--- src/rtl/alu_issue_stage.sv ---
// Issue/writeback pipeline around an external single-cycle ALU: decode, operand registers, result capture.
// Optional macro ALU_BYPASS_EN forwards in-flight results to the incoming operands.
module alu_issue_stage #(
  parameter int XLEN = 32
) (
  input  logic            clk,
  input  logic            rst_n,
  input  logic            in_valid,
  output logic            in_ready,
  input  logic [31:0]     in_instr,
  input  logic [XLEN-1:0] in_rs1_data,
  input  logic [XLEN-1:0] in_rs2_data,
  output logic [XLEN-1:0] alu_oprd1,
  output logic [XLEN-1:0] alu_oprd2,
  output logic [3:0]      alu_op,
  input  logic [XLEN-1:0] alu_result,
  input  logic            alu_zero,
  output logic            wb_valid,
  input  logic            wb_ready,
  output logic            wb_we,
  output logic [4:0]      wb_rd,
  output logic [XLEN-1:0] wb_data,
  output logic            wb_zero,
  output logic            wb_illegal
);
  localparam logic [3:0] OP_AND = 4'b0000;
  localparam logic [3:0] OP_OR  = 4'b0001;
  localparam logic [3:0] OP_ADD = 4'b0010;
  localparam logic [3:0] OP_SUB = 4'b0110;
  localparam logic [3:0] OP_SLT = 4'b0111;
  localparam logic [3:0] OP_XOR = 4'b1000;
  localparam logic [6:0] OPC_R  = 7'b0110011;
  localparam logic [6:0] OPC_I  = 7'b0010011;

  logic            s1_valid_q, s1_valid_d;
  logic [XLEN-1:0] alu_oprd1_q, alu_oprd1_d;
  logic [XLEN-1:0] alu_oprd2_q, alu_oprd2_d;
  logic [3:0]      alu_op_q, alu_op_d;
  logic [4:0]      s1_rd_q, s1_rd_d;
  logic            s1_we_q, s1_we_d;
  logic            s1_illegal_q, s1_illegal_d;
  logic            wb_valid_q, wb_valid_d;
  logic [4:0]      wb_rd_q, wb_rd_d;
  logic            wb_we_q, wb_we_d;
  logic [XLEN-1:0] wb_data_q, wb_data_d;
  logic            wb_zero_q, wb_zero_d;
  logic            wb_illegal_q, wb_illegal_d;

  logic            s2_adv, accept;
  logic [6:0]      opcode, funct7;
  logic [2:0]      funct3;
  logic [4:0]      rd;
  logic            dec_legal, dec_is_i;
  logic [3:0]      dec_op;
  logic [XLEN-1:0] imm_sext, rs1_val, rs2_val;

  assign opcode   = in_instr[6:0];
  assign rd       = in_instr[11:7];
  assign funct3   = in_instr[14:12];
  assign funct7   = in_instr[31:25];
  assign imm_sext = {{(XLEN-12){in_instr[31]}}, in_instr[31:20]};

  assign s2_adv   = !wb_valid_q || wb_ready;
  assign in_ready = !s1_valid_q || s2_adv;
  assign accept   = in_valid && in_ready;

  always_comb begin
    dec_legal = 1'b0;
    dec_op    = OP_ADD;
    dec_is_i  = (opcode == OPC_I);
    if (opcode == OPC_R || opcode == OPC_I) begin
      dec_legal = 1'b1;
      case (funct3)
        3'b000:  dec_op = OP_ADD;
        3'b111:  dec_op = OP_AND;
        3'b110:  dec_op = OP_OR;
        3'b100:  dec_op = OP_XOR;
        3'b010:  dec_op = OP_SLT;
        default: dec_legal = 1'b0;
      endcase
      // funct7 only qualifies R-type; 0100000 is meaningful for f3=000 alone
      if (opcode == OPC_R) begin
        if (funct3 == 3'b000 && funct7 == 7'b0100000) dec_op = OP_SUB;
        else if (funct7 != 7'b0000000) dec_legal = 1'b0;
      end
    end
    if (!dec_legal) dec_op = OP_ADD;
  end

`ifdef ALU_BYPASS_EN
  logic [4:0] rs1, rs2;
  assign rs1 = in_instr[19:15];
  assign rs2 = in_instr[24:20];

  // s1 is younger than s2, so it wins when both target the same register
  always_comb begin
    rs1_val = in_rs1_data;
    rs2_val = in_rs2_data;
    if (rs1 != 5'd0) begin
      if (s1_valid_q && s1_we_q && s1_rd_q == rs1) rs1_val = alu_result;
      else if (wb_valid_q && wb_we_q && wb_rd_q == rs1) rs1_val = wb_data_q;
    end
    if (rs2 != 5'd0) begin
      if (s1_valid_q && s1_we_q && s1_rd_q == rs2) rs2_val = alu_result;
      else if (wb_valid_q && wb_we_q && wb_rd_q == rs2) rs2_val = wb_data_q;
    end
  end
`else
  logic unused_rs1_field;
  assign unused_rs1_field = ^in_instr[19:15];
  assign rs1_val = in_rs1_data;
  assign rs2_val = in_rs2_data;
`endif

  always_comb begin
    s1_valid_d   = s1_valid_q;
    alu_oprd1_d  = alu_oprd1_q;
    alu_oprd2_d  = alu_oprd2_q;
    alu_op_d     = alu_op_q;
    s1_rd_d      = s1_rd_q;
    s1_we_d      = s1_we_q;
    s1_illegal_d = s1_illegal_q;
    wb_valid_d   = wb_valid_q;
    wb_rd_d      = wb_rd_q;
    wb_we_d      = wb_we_q;
    wb_data_d    = wb_data_q;
    wb_zero_d    = wb_zero_q;
    wb_illegal_d = wb_illegal_q;

    if (accept) begin
      s1_valid_d   = 1'b1;
      alu_op_d     = dec_op;
      s1_rd_d      = rd;
      s1_we_d      = dec_legal && (rd != 5'd0);
      s1_illegal_d = !dec_legal;
      alu_oprd1_d  = dec_legal ? rs1_val : '0;
      alu_oprd2_d  = !dec_legal ? '0 : (dec_is_i ? imm_sext : rs2_val);
    end else if (s2_adv) begin
      s1_valid_d = 1'b0;
    end

    if (s2_adv) begin
      wb_valid_d = s1_valid_q;
      if (s1_valid_q) begin
        wb_rd_d      = s1_rd_q;
        wb_we_d      = s1_we_q;
        wb_illegal_d = s1_illegal_q;
        wb_data_d    = s1_illegal_q ? '0 : alu_result;
        wb_zero_d    = alu_zero;
      end
    end
  end

  always_ff @(posedge clk) begin
    if (!rst_n) begin
      s1_valid_q   <= 1'b0;
      alu_oprd1_q  <= '0;
      alu_oprd2_q  <= '0;
      alu_op_q     <= OP_ADD;
      s1_rd_q      <= '0;
      s1_we_q      <= 1'b0;
      s1_illegal_q <= 1'b0;
      wb_valid_q   <= 1'b0;
      wb_rd_q      <= '0;
      wb_we_q      <= 1'b0;
      wb_data_q    <= '0;
      wb_zero_q    <= 1'b0;
      wb_illegal_q <= 1'b0;
    end else begin
      s1_valid_q   <= s1_valid_d;
      alu_oprd1_q  <= alu_oprd1_d;
      alu_oprd2_q  <= alu_oprd2_d;
      alu_op_q     <= alu_op_d;
      s1_rd_q      <= s1_rd_d;
      s1_we_q      <= s1_we_d;
      s1_illegal_q <= s1_illegal_d;
      wb_valid_q   <= wb_valid_d;
      wb_rd_q      <= wb_rd_d;
      wb_we_q      <= wb_we_d;
      wb_data_q    <= wb_data_d;
      wb_zero_q    <= wb_zero_d;
      wb_illegal_q <= wb_illegal_d;
    end
  end

  assign alu_oprd1  = alu_oprd1_q;
  assign alu_oprd2  = alu_oprd2_q;
  assign alu_op     = alu_op_q;
  assign wb_valid   = wb_valid_q;
  assign wb_we      = wb_we_q;
  assign wb_rd      = wb_rd_q;
  assign wb_data    = wb_data_q;
  assign wb_zero    = wb_zero_q;
  assign wb_illegal = wb_illegal_q;
endmodule

--- config.mk ---
export PLATFORM = sky130hd
export DESIGN_NAME = alu_issue_stage
export DESIGN_NICKNAME = d
export VERILOG_FILES = /design/src/rtl/alu_issue_stage.sv
export SDC_FILE = /design/constraint.sdc
export NUM_CORES = 1
export LEC_CHECK = 0
export ABC_AREA = 1
export CELL_PAD_IN_SITES_DETAIL_PLACEMENT = 0
export CELL_PAD_IN_SITES_GLOBAL_PLACEMENT = 2
export CORE_MARGIN = 5
export CORE_UTILIZATION = 22
export CTS_CLUSTER_DIAMETER = 200
export DETAILED_ROUTE_END_ITERATION = 8
export GPL_TIMING_DRIVEN = 0
export HOLD_SLACK_MARGIN = 0.05
export PLACE_DENSITY_LB_ADDON = 0.05
export RECOVER_POWER = 100
export SETUP_SLACK_MARGIN = 0.3
export SLEW_MARGIN = 20
export SYNTH_ARGS = -nofsm -noshare
export SYNTH_HDL_FRONTEND = slang
export SYNTH_SLANG_ARGS = --single-unit
export TNS_END_PERCENT = 30
--- constraint.sdc ---
create_clock -name clk -period 1.53 [get_ports clk]
set_input_delay 0.2295 -clock clk [delete_from_list [all_inputs] [get_ports clk]]
set_output_delay 0.2295 -clock clk [all_outputs]
set_load 0.005 [all_outputs]
======== Word-level counts from Yosys, hierarchy flattened ========
Cells that the tools add are included.
storage, ports and cells
  bits in registers ....................... 117
  input bits .............................. 133
  output and inout bits ................... 110
  word-level logic and storage cells ...... 51
operators by class
  eq/ne operators ......................... 7
  mux-type cells .......................... 16
  reduce and logical (&&, ||, !) cells .... 15
operators by type and width
  cell                count
  $mux 32             4
  $mux 4              4
  $pmux 4 s4          1
  $eq 7x6->1 const B  2
  $eq 3x3->1 const B  3
  $eq 7x5->1 const B  1
  $mux 1              7
  $reduce_bool 7->1   1
  $reduce_bool 5->1   1
  $reduce_or 5->1     1
  $eq 3x2->1 const B  1
  $logic_and 1x1->1   3
  $logic_not 1->1     3
  $logic_not 3->1     1
  $logic_or 1x1->1    3
  $reduce_and 2->1    1
  $reduce_bool 2->1   1

======== Logic depth before layout (Yosys ltp) ========
Gate-level depths: netlist (run 1).
  depth after elaboration ................. 8
  mapped depth ............................ 12
  gate-level depth less buffers ........... 11

======== Least setup slack after synthesis (run 1) ========
No wires, ideal clock.
  path type ............................... register to register
  from .................................... reg wb_valid_q, in the netlist wb_valid
  to ...................................... reg alu_oprd1_q[10], in the netlist alu_oprd1[10]
  library setup time ...................... 0.121 ns
  data arrival time ....................... 1.302 ns
  required time ........................... 1.409 ns
  setup slack ............................. 0.108 ns
  cell stages (with the launch flop) ...... 7
  path buffers ............................ 2
  period minus slack after synthesis ...... 1.422 ns
  cell sequence ........................... dfxtp_1 -> nand3_2 -> nand2_1 -> buf_4 -> buf_2 -> mux2i_1 -> nor2_4
on the way
  cells in the longest elaborated chain, start to end .. 4
RTL lines
  element                 RTL line  RTL
  from (decl)             42        logic wb_valid_q, wb_valid_d;
  from (signal assigned)  177       wb_valid_q <= wb_valid_d;
  $logic_not 1->1         63        assign s2_adv = !wb_valid_q || wb_ready;
  $logic_or 1x1->1        63
  $logic_or 1x1->1        64        assign in_ready = !s1_valid_q || s2_adv;
  net in_ready            9         output logic in_ready,
  $logic_and 1x1->1       65        assign accept = in_valid && in_ready;
  to (signal assigned)    171       alu_oprd1_q <= alu_oprd1_d;
  to (decl)               36        logic [XLEN-1:0] alu_oprd1_q, alu_oprd1_d;
The timed path passes the listed nets, and every way through them passes these cells.
A chain may end at the register's enable or synchronous reset.

======== Final worst setup path (run 1) ========
  from .................................... reg s1_valid_q
  to ...................................... reg alu_oprd1_q[2], in the netlist alu_oprd1[2]
on the way
  cells in the longest elaborated chain, start to end .. 3
RTL lines
  element                 RTL line  RTL
  from (decl)             35        logic s1_valid_q, s1_valid_d;
  from (signal assigned)  170       s1_valid_q <= s1_valid_d;
  $logic_not 1->1         64
  $logic_or 1x1->1        64
  $logic_and 1x1->1       65
No other way between the ends.

==> results.md, run 1 <==
| Item | Value | Unit |
|---|---|---|
| Result of the run | finished clean | - |
| Max Clk Rate | 0.686 | GHz |
| Total clock buffers created by CTS | 17 | - |
| CTS Hold Buffers Added | 0 | - |
| Total wire length | 18.6 | mm |
| Final worst-path cycle share | 0.953 | - |
| Number of nets in the layout | 1005 | - |
| Clock-pin slew reported for the worst setup and hold paths after clock tree synthesis | 0.05 | ns |
| Worst clock skew on the final layout | 0.00928 | ns |
| Worst Setup Path Type | flop to flop | - |
| Number of cells on the worst hold path | 5 | - |
| Post-Place Cell Area | 8080 | µm² |
| Post-detailed-placement half-perimeter wirelength | 13.4 | mm |
| Commonest cells after routing, fill and taps aside | sky130_fd_sc_hd__clkdlybuf4s50_1, sky130_fd_sc_hd__dfxtp_1, sky130_fd_sc_hd__clkdlybuf4s25_1, sky130_fd_sc_hd__nor2_1, sky130_fd_sc_hd__nand2_1 | - |
| TritonCTS clock tree | yes | - |
| Std cell rows | 55 | - |
| Post-synthesis net count | 705 | - |
| Seq/Total Area, Yosys | 0.465 | - |
| Final worst-path setup slack | 0.0716 | ns |
| Critical path's slowest cell | sky130_fd_sc_hd__dfxtp_2 | - |
| Number of I/O port buffers | 237 | - |
| Kind of cell with the highest combined delay on the critical path | buffers and inverters | - |
| Met2 wire len | 9.69 | mm |
| Mean instance size in the synthesized netlist | 8.81 | µm² |
| Unrepaired setup endpoints after global routing | true | - |
| Required time reported for the critical path endpoint | 1.88 | ns |
| Initial standard-cell utilization of the core | 0.223 | - |
| FF-to-FF End | alu_oprd1[2] | - |
| Initial drt markers | 142 | - |
| Antenna violations before repair | 0 | - |
| Die boundary height | 161 | µm |
| Count of buffering cells on the critical path with inverters included | 4 | - |
| Root cell of the clock tree | sky130_fd_sc_hd__clkbuf_16 | - |
| Final-report hold violation count | 0 | - |
| Number of warning messages in the yosys log | 0 | - |
| Fin crit period | 1.46 | ns |
| Number of nets still failing antenna checks after routing | 0 | - |
| Netlist cell types | 24 | - |
| Total Die Area | 26000 | µm² |
| Core region area | 22600 | µm² |
| Met3 WL post-DR | 1.18 | mm |
| Top layer in use | met4 | - |
| Area growth syn-to-layout | 90.7 | % |
| Clock sinks | 117 | - |
| Post-route met1 wirelength | 7.51 | mm |
| Global-route wire length before repair | 28.9 | mm |
| Worst hold start | in_instr[13] | - |
| Proportion of layout cells with a drive suffix above 1 | 0.319 | - |
| Worst endpoint data arrival time | 1.81 | ns |
| Via count | 4977 | - |
| Residual DRC | 0 | - |
| Utilization after layout | 0.426 | - |
| Startpoint of the worst-slack reg-to-reg timing path | s1_valid_q | - |
| Critical-path maximum fanout | 8 | - |
| Setup TNS | 0 | ns |
| Worst stage delay on the critical path | 0.35 | ns |
| Number of setup violations in the final report | 0 | - |
| Setup slack of the most critical reg-to-reg path | 0.07 | ns |
| Tot GR Track Use | 0.141 | - |
| Leakage power figure | 3.72 | nW |
| Post-layout power | 9.40 | mW |
| Commonest non-fill, non-tap cell in the layout | sky130_fd_sc_hd__clkdlybuf4s50_1 | - |
| Clock latency reported for the late side of the worst-skew pair | 0.41 | ns |
| Synthesized instance count | 572 | - |
| Transition time of the tightest slew-check pin | 0.527 | ns |
| Chain of cells forming the critical path | nand3_4 > nand2_4 > clkinvlp_4 > buf_12 > nand2_8 > nand2_8 > clkbuf_4 > clkbuf_16 > nor2_4 | - |
| Worst r2r path cells | 9 | - |
| Type of element launching the critical path | flop | - |
| CP endpoint kind | flop | - |
| Largest net degree at the start of global routing | 17 | - |
| Number of top-level design ports | 243 | - |
| Post-detailed-route via-to-cell ratio | 4.26 | - |
| Final GP Congestion | 0.732 | - |
| Grt total ovfl | 0 | - |
| Router iterations before antenna repair | 4 | - |
| Overall die width | 161 | µm |
| Post-route cell area | 9610 | µm² |
| Via count of the first global-routing pass | 5321 | - |
| Summed instance area of the synthesized netlist | 5040 | µm² |
| Worst slack at placement | -0.513 | ns |
| Cell type with the highest occurrence count on the critical path | sky130_fd_sc_hd__nand2_8 | - |
| Max Slew Vio Count | 0 | - |
| Worst slew margin relative to its limit | 0.649 | - |
| Worst supply voltage drop on vdd | 602 | µV |
| Type of the tightest min-delay check | input port to flop | - |
| Routed wire per std cell | 15.9 | µm |
| Total power density per cell area | 978 | nW/µm² |
| Antenna fix cells | 0 | - |
| Terminating pin of the worst hold path | alu_op[0] | - |
| Maximum buffer depth of the clock tree | 2 | - |
| Post-synthesis register bit count | 117 | - |
| Max Cap Violations | 0 | - |
| Maximum level of the CTS H-tree | 4 | - |
==> synth_stat cells, drive strengths merged <==
cell type | n | share of area
nor3 | 3 | 0.0030
nand3 | 19 | 0.022
nor2 | 146 | 0.19
a22oi | 32 | 0.048
inv | 30 | 0.022
clkbuf | 11 | 0.0082
buf | 25 | 0.040
o21ai | 37 | 0.037
dfxtp | 117 | 0.46
mux2i | 33 | 0.066
nand2 | 102 | 0.085
nor4 | 1 | 0.0012
a21oi | 16 | 0.016
==> flip-flops by register name, indices dropped and copies added, names as in the netlist, 4 cells and up <==
name / cells
alu_oprd1: 32
wb_rd: 5
wb_data: 32
alu_op: 4
alu_oprd2: 32
s1_rd_q: 5
==> worst reg2reg max path, cell delays in order (launching register included) <==
cell	delay, ns
sky130_fd_sc_hd__dfxtp_2	0.35
sky130_fd_sc_hd__nand3_4	0.09
sky130_fd_sc_hd__nand2_4	0.09
sky130_fd_sc_hd__clkinvlp_4	0.11
sky130_fd_sc_hd__buf_12	0.15
sky130_fd_sc_hd__nand2_8	0.07
sky130_fd_sc_hd__nand2_8	0.09
sky130_fd_sc_hd__clkbuf_4	0.21
sky130_fd_sc_hd__clkbuf_16	0.17
sky130_fd_sc_hd__nor2_4	0.07
==> kinds of logic (layout without fill, tap and decap cells) <==
| kind of cell | after synthesis | in the layout | share of synthesized area |
|---|---|---|---|
| simple gates | 271 | 271 | 0.298 |
| mux | 33 | 33 | 0.0655 |
| compound gates | 85 | 85 | 0.101 |
| buf+inv | 66 | 378 | 0.0705 |
| flops | 117 | 117 | 0.465 |
==> power breakdown <==
part / internal (mW) / total [mW] / switching [mW]
logic: 0.889 / 1.56 / 0.675
registers: 3.18 / 3.25 / 0.0736
clock network: 3.14 / 4.59 / 1.45
==> metrics by stage <==
step	hold slack, ns	instances
5_1_grt	0.311	1169
2_1_floorplan	0.365	572
3_3_place_gp	0.456	1094
4_1_cts	0.332	1165
6_report	0.283	1169
3_5_place_dp	0.460	1094
==> timing repair <==
item | in CTS | in global routing
pin swaps | 70 | 23
gates resized for setup | 459 | 40
gates cloned | 9 | 2
setup endpoints to repair | 227 | 179
setup buffers | 31 | 2
==> worst max-delay path by stage <==
stage                     cells past startpoint         from       endpoint  slack [ns]
final                                         9   s1_valid_q   alu_oprd1[2]        0.07
after global routing                         12     wb_ready   alu_oprd2[4]        0.01
after CTS                                    10   s1_valid_q   alu_oprd2[9]        0.06
after detailed placement                      8     wb_ready  alu_oprd2[26]       -0.51
after global placement                        5        rst_n    wb_data[21]       -0.49
after floorplan                              11  in_instr[3]  alu_oprd2[12]        0.25
==> per-layer routing <==
layer  track usage  up-vias
met2         0.250      132
li1              -     2472
met4        0.0407        0
met5             0        -
met3        0.0470       18
met1         0.163     2355
==> final cells by class <==
cell class,count,area [µm²]
repair buffers,281,2840
plain buffers,36,398
multi-input cells,389,2850
clock buffers,19,453
inverters,30,116
clock inverters,12,224
flip-flops and latches,117,2370
fillers,2230,13000
well taps,285,357
Note: power is estimated with default switching activity, not from simulation.
==> inputs of run 2 (changes only) <==
- CELL_PAD_IN_SITES_DETAIL_PLACEMENT: 0 -> 2
- clock period: 1.53 -> 1.6 ns (I/O delays scaled with it)
==> run 2 against run 1 <==
Effect of this change: worst hold slack better by 0.040 ns; core utilization down 3.3 points; clock-buffer cell count is 2 lower; via count grew 1.2%; global-route usage grew 1.9 points; clock skew is 0.0025 ns higher; total power is 11% lower; sequential cell count did not move; cell count decreased by 1.4%.
==> results.md, run 2 (synthesis gave the netlist of run 1 again) <==
| Item | Value | Unit | Delta |
|---|---|---|---|
| Result of the run | finished clean | - |  |
| Post-detailed-placement half-perimeter wirelength | 15.3 | mm | +14% |
| Final worst-path setup slack | 0.0637 | ns | -0.00792 ns |
| Number of I/O port buffers | 237 | - | unchanged |
| Residual DRC | 0 | - | unchanged |
| Area growth syn-to-layout | 76.0 | % |  |
| Initial drt markers | 153 | - | +7.7% |
| Largest net degree at the start of global routing | 17 | - | unchanged |
| CP endpoint kind | primary output | - |  |
| Final worst-path cycle share | 0.960 | - |  |
| Number of nets in the layout | 989 | - | -1.6% |
| Count of buffering cells on the critical path with inverters included | 1 | - | -3 |
| Tot GR Track Use | 0.161 | - | +0.0195 |
| Root cell of the clock tree | sky130_fd_sc_hd__clkbuf_16 | - |  |
| Total wire length | 21.1 | mm | +13% |
| Total power density per cell area | 948 | nW/µm² | -3.1% |
| Commonest cells after routing, fill and taps aside | sky130_fd_sc_hd__clkdlybuf4s50_1, sky130_fd_sc_hd__dfxtp_1, sky130_fd_sc_hd__nor2_1, sky130_fd_sc_hd__nand2_1, sky130_fd_sc_hd__clkdlybuf4s25_1 | - |  |
| Number of setup violations in the final report | 0 | - | unchanged |
| Post-detailed-route via-to-cell ratio | 4.37 | - | +2.6% |
| Worst endpoint data arrival time | 1.30 | ns | -0.51 ns |
| Max Cap Violations | 0 | - | unchanged |
| Initial standard-cell utilization of the core | 0.223 | - | unchanged |
| Total of fill cells in the finished design | 2522 | - | +13% |
| Smallest hold slack | 0.322 | ns | +0.0395 ns |
| Required time reported for the critical path endpoint | 1.36 | ns | -0.52 ns |
| Worst stage delay on the critical path | 0.56 | ns | +0.21 ns |
| Via count | 5038 | - | +1.2% |
| Clock sinks | 117 | - | unchanged |
| Routed wire per std cell | 18.3 | µm | +15% |
| Worst Setup Path Type | flop to primary output | - |  |
| Core region area | 22600 | µm² | unchanged |
| Total Die Area | 26000 | µm² | unchanged |
| Grt total ovfl | 0 | - | unchanged |
| Max Slew Vio Count | 0 | - | unchanged |
| Maximum buffer depth of the clock tree | 2 | - | unchanged |
| Unrepaired setup endpoints after global routing | true | - |  |
| Critical-path maximum fanout | 2 | - | -6 |
| Via count of the first global-routing pass | 5844 | - | +9.8% |
| Antenna fix cells | 0 | - | unchanged |
| Final GP Congestion | 0.745 | - | +1.8% |
| Overall die width | 161 | µm | unchanged |
| Worst slew margin relative to its limit | 0.658 | - | +0.00942 |
| Clock-pin slew reported for the worst setup and hold paths after clock tree synthesis | 0.06 | ns | about the same |
| TritonCTS clock tree | yes | - |  |
| Kind of cell with the highest combined delay on the critical path | buffers and inverters | - |  |
| Total clock buffers created by CTS | 17 | - | unchanged |
| Number of top-level design ports | 243 | - | unchanged |
| Die boundary height | 161 | µm | unchanged |
| Chain of cells forming the critical path | clkdlybuf4s50_1 | - |  |
| Number of nets still failing antenna checks after routing | 0 | - | unchanged |
| Critical path's slowest cell | sky130_fd_sc_hd__clkdlybuf4s50_1 | - |  |
| Std cell rows | 55 | - | unchanged |
| Worst supply voltage drop on vdd | 599 | µV | -0.44% |
| Proportion of layout cells with a drive suffix above 1 | 0.245 | - | -0.0736 |
| Clock latency reported for the late side of the worst-skew pair | 0.42 | ns | about the same |
| Type of element launching the critical path | flop | - |  |
| Fin crit period | 1.54 | ns |  |
| Total area of sequential cells | 2350 | µm² | -0.74% |
| Max Clk Rate | 0.651 | GHz |  |
| Antenna violations before repair | 0 | - | unchanged |
| Maximum level of the CTS H-tree | 4 | - | unchanged |
| Leakage power figure | 3.65 | nW | -1.9% |
| Worst clock skew on the final layout | 0.0118 | ns | +0.00251 ns |
| Final-report hold violation count | 0 | - | unchanged |
| Router iterations before antenna repair | 4 | - | unchanged |
| Transition time of the tightest slew-check pin | 0.513 | ns | -0.0141 ns |
| Worst slack at placement | -0.546 | ns | -0.0325 ns |
| Type of the tightest min-delay check | input port to flop | - |  |
| Commonest non-fill, non-tap cell in the layout | sky130_fd_sc_hd__clkdlybuf4s50_1 | - |  |
| Global-route wire length before repair | 32.8 | mm | +14% |
| Total area of multi-input combinational cells | 2540 | µm² | -11% |
run 2: cell type report:
class / count / area share
clock buffer: 17 / 0.0479
buffer: 36 / 0.0331
clock inverter: 14 / 0.0200
inverter: 30 / 0.0134
timing repair buffer: 264 / 0.294
sequential: 117 / 0.265
tap: 285 / 0.0402
multi-input combinational: 390 / 0.286
run 2: final timing paths:
check	from	end	slack (ns)	depth (start not counted)
max	alu_op[1]	alu_op[1]	0.06	1
min	wb_ready	wb_valid	0.32	4
max reg2reg	s1_valid_q	alu_oprd2[20]	0.07	8
min reg2reg	alu_oprd2[10]	alu_oprd2[10]	0.47	2
run 2: report_power, final:
part	internal, mW	total (mW)	leakage [nW]	switching [mW]
logic	0.724	1.35	2.40	0.623
clock network	2.46	3.96	0.294	1.50
registers	3.04	3.11	0.958	0.0708
run 2: stage by stage:
stage,instance area (µm²),setup TNS (ns),std cells,total power [mW],utilization
2_1_floorplan,5180,0,572,3.74,-
3_3_place_gp,7910,-38.43,1094,4.41,0.350
3_5_place_dp,7910,-47.33,1094,4.45,0.350
4_1_cts,9180,0,1152,8.66,0.406
5_1_grt,8870,0,1153,8.78,0.393
6_report,8870,0,1153,8.41,0.393
run 2: metal layers:
| layer | track usage | wire length, µm | share of wire | vias up |
|---|---|---|---|---|
| li1 | - | - | - | 2420 |
| met1 | 0.174 | 8130 | 0.38 | 2464 |
| met2 | 0.291 | 11100 | 0.53 | 140 |
| met3 | 0.0628 | 1680 | 0.080 | 14 |
| met4 | 0.0458 | 195 | 0.0092 | 0 |
| met5 | 0 | 0 | 0 | - |
run 2: timing repair:
action                                 CTS  global route
buffers inserted                        16             1
setup endpoints to repair              227           215
cloned                                  11             0
hold buffers                             0             0
pin swaps                               35             0
endpoints found under the hold margin    0             0
gates resized for setup                182            78
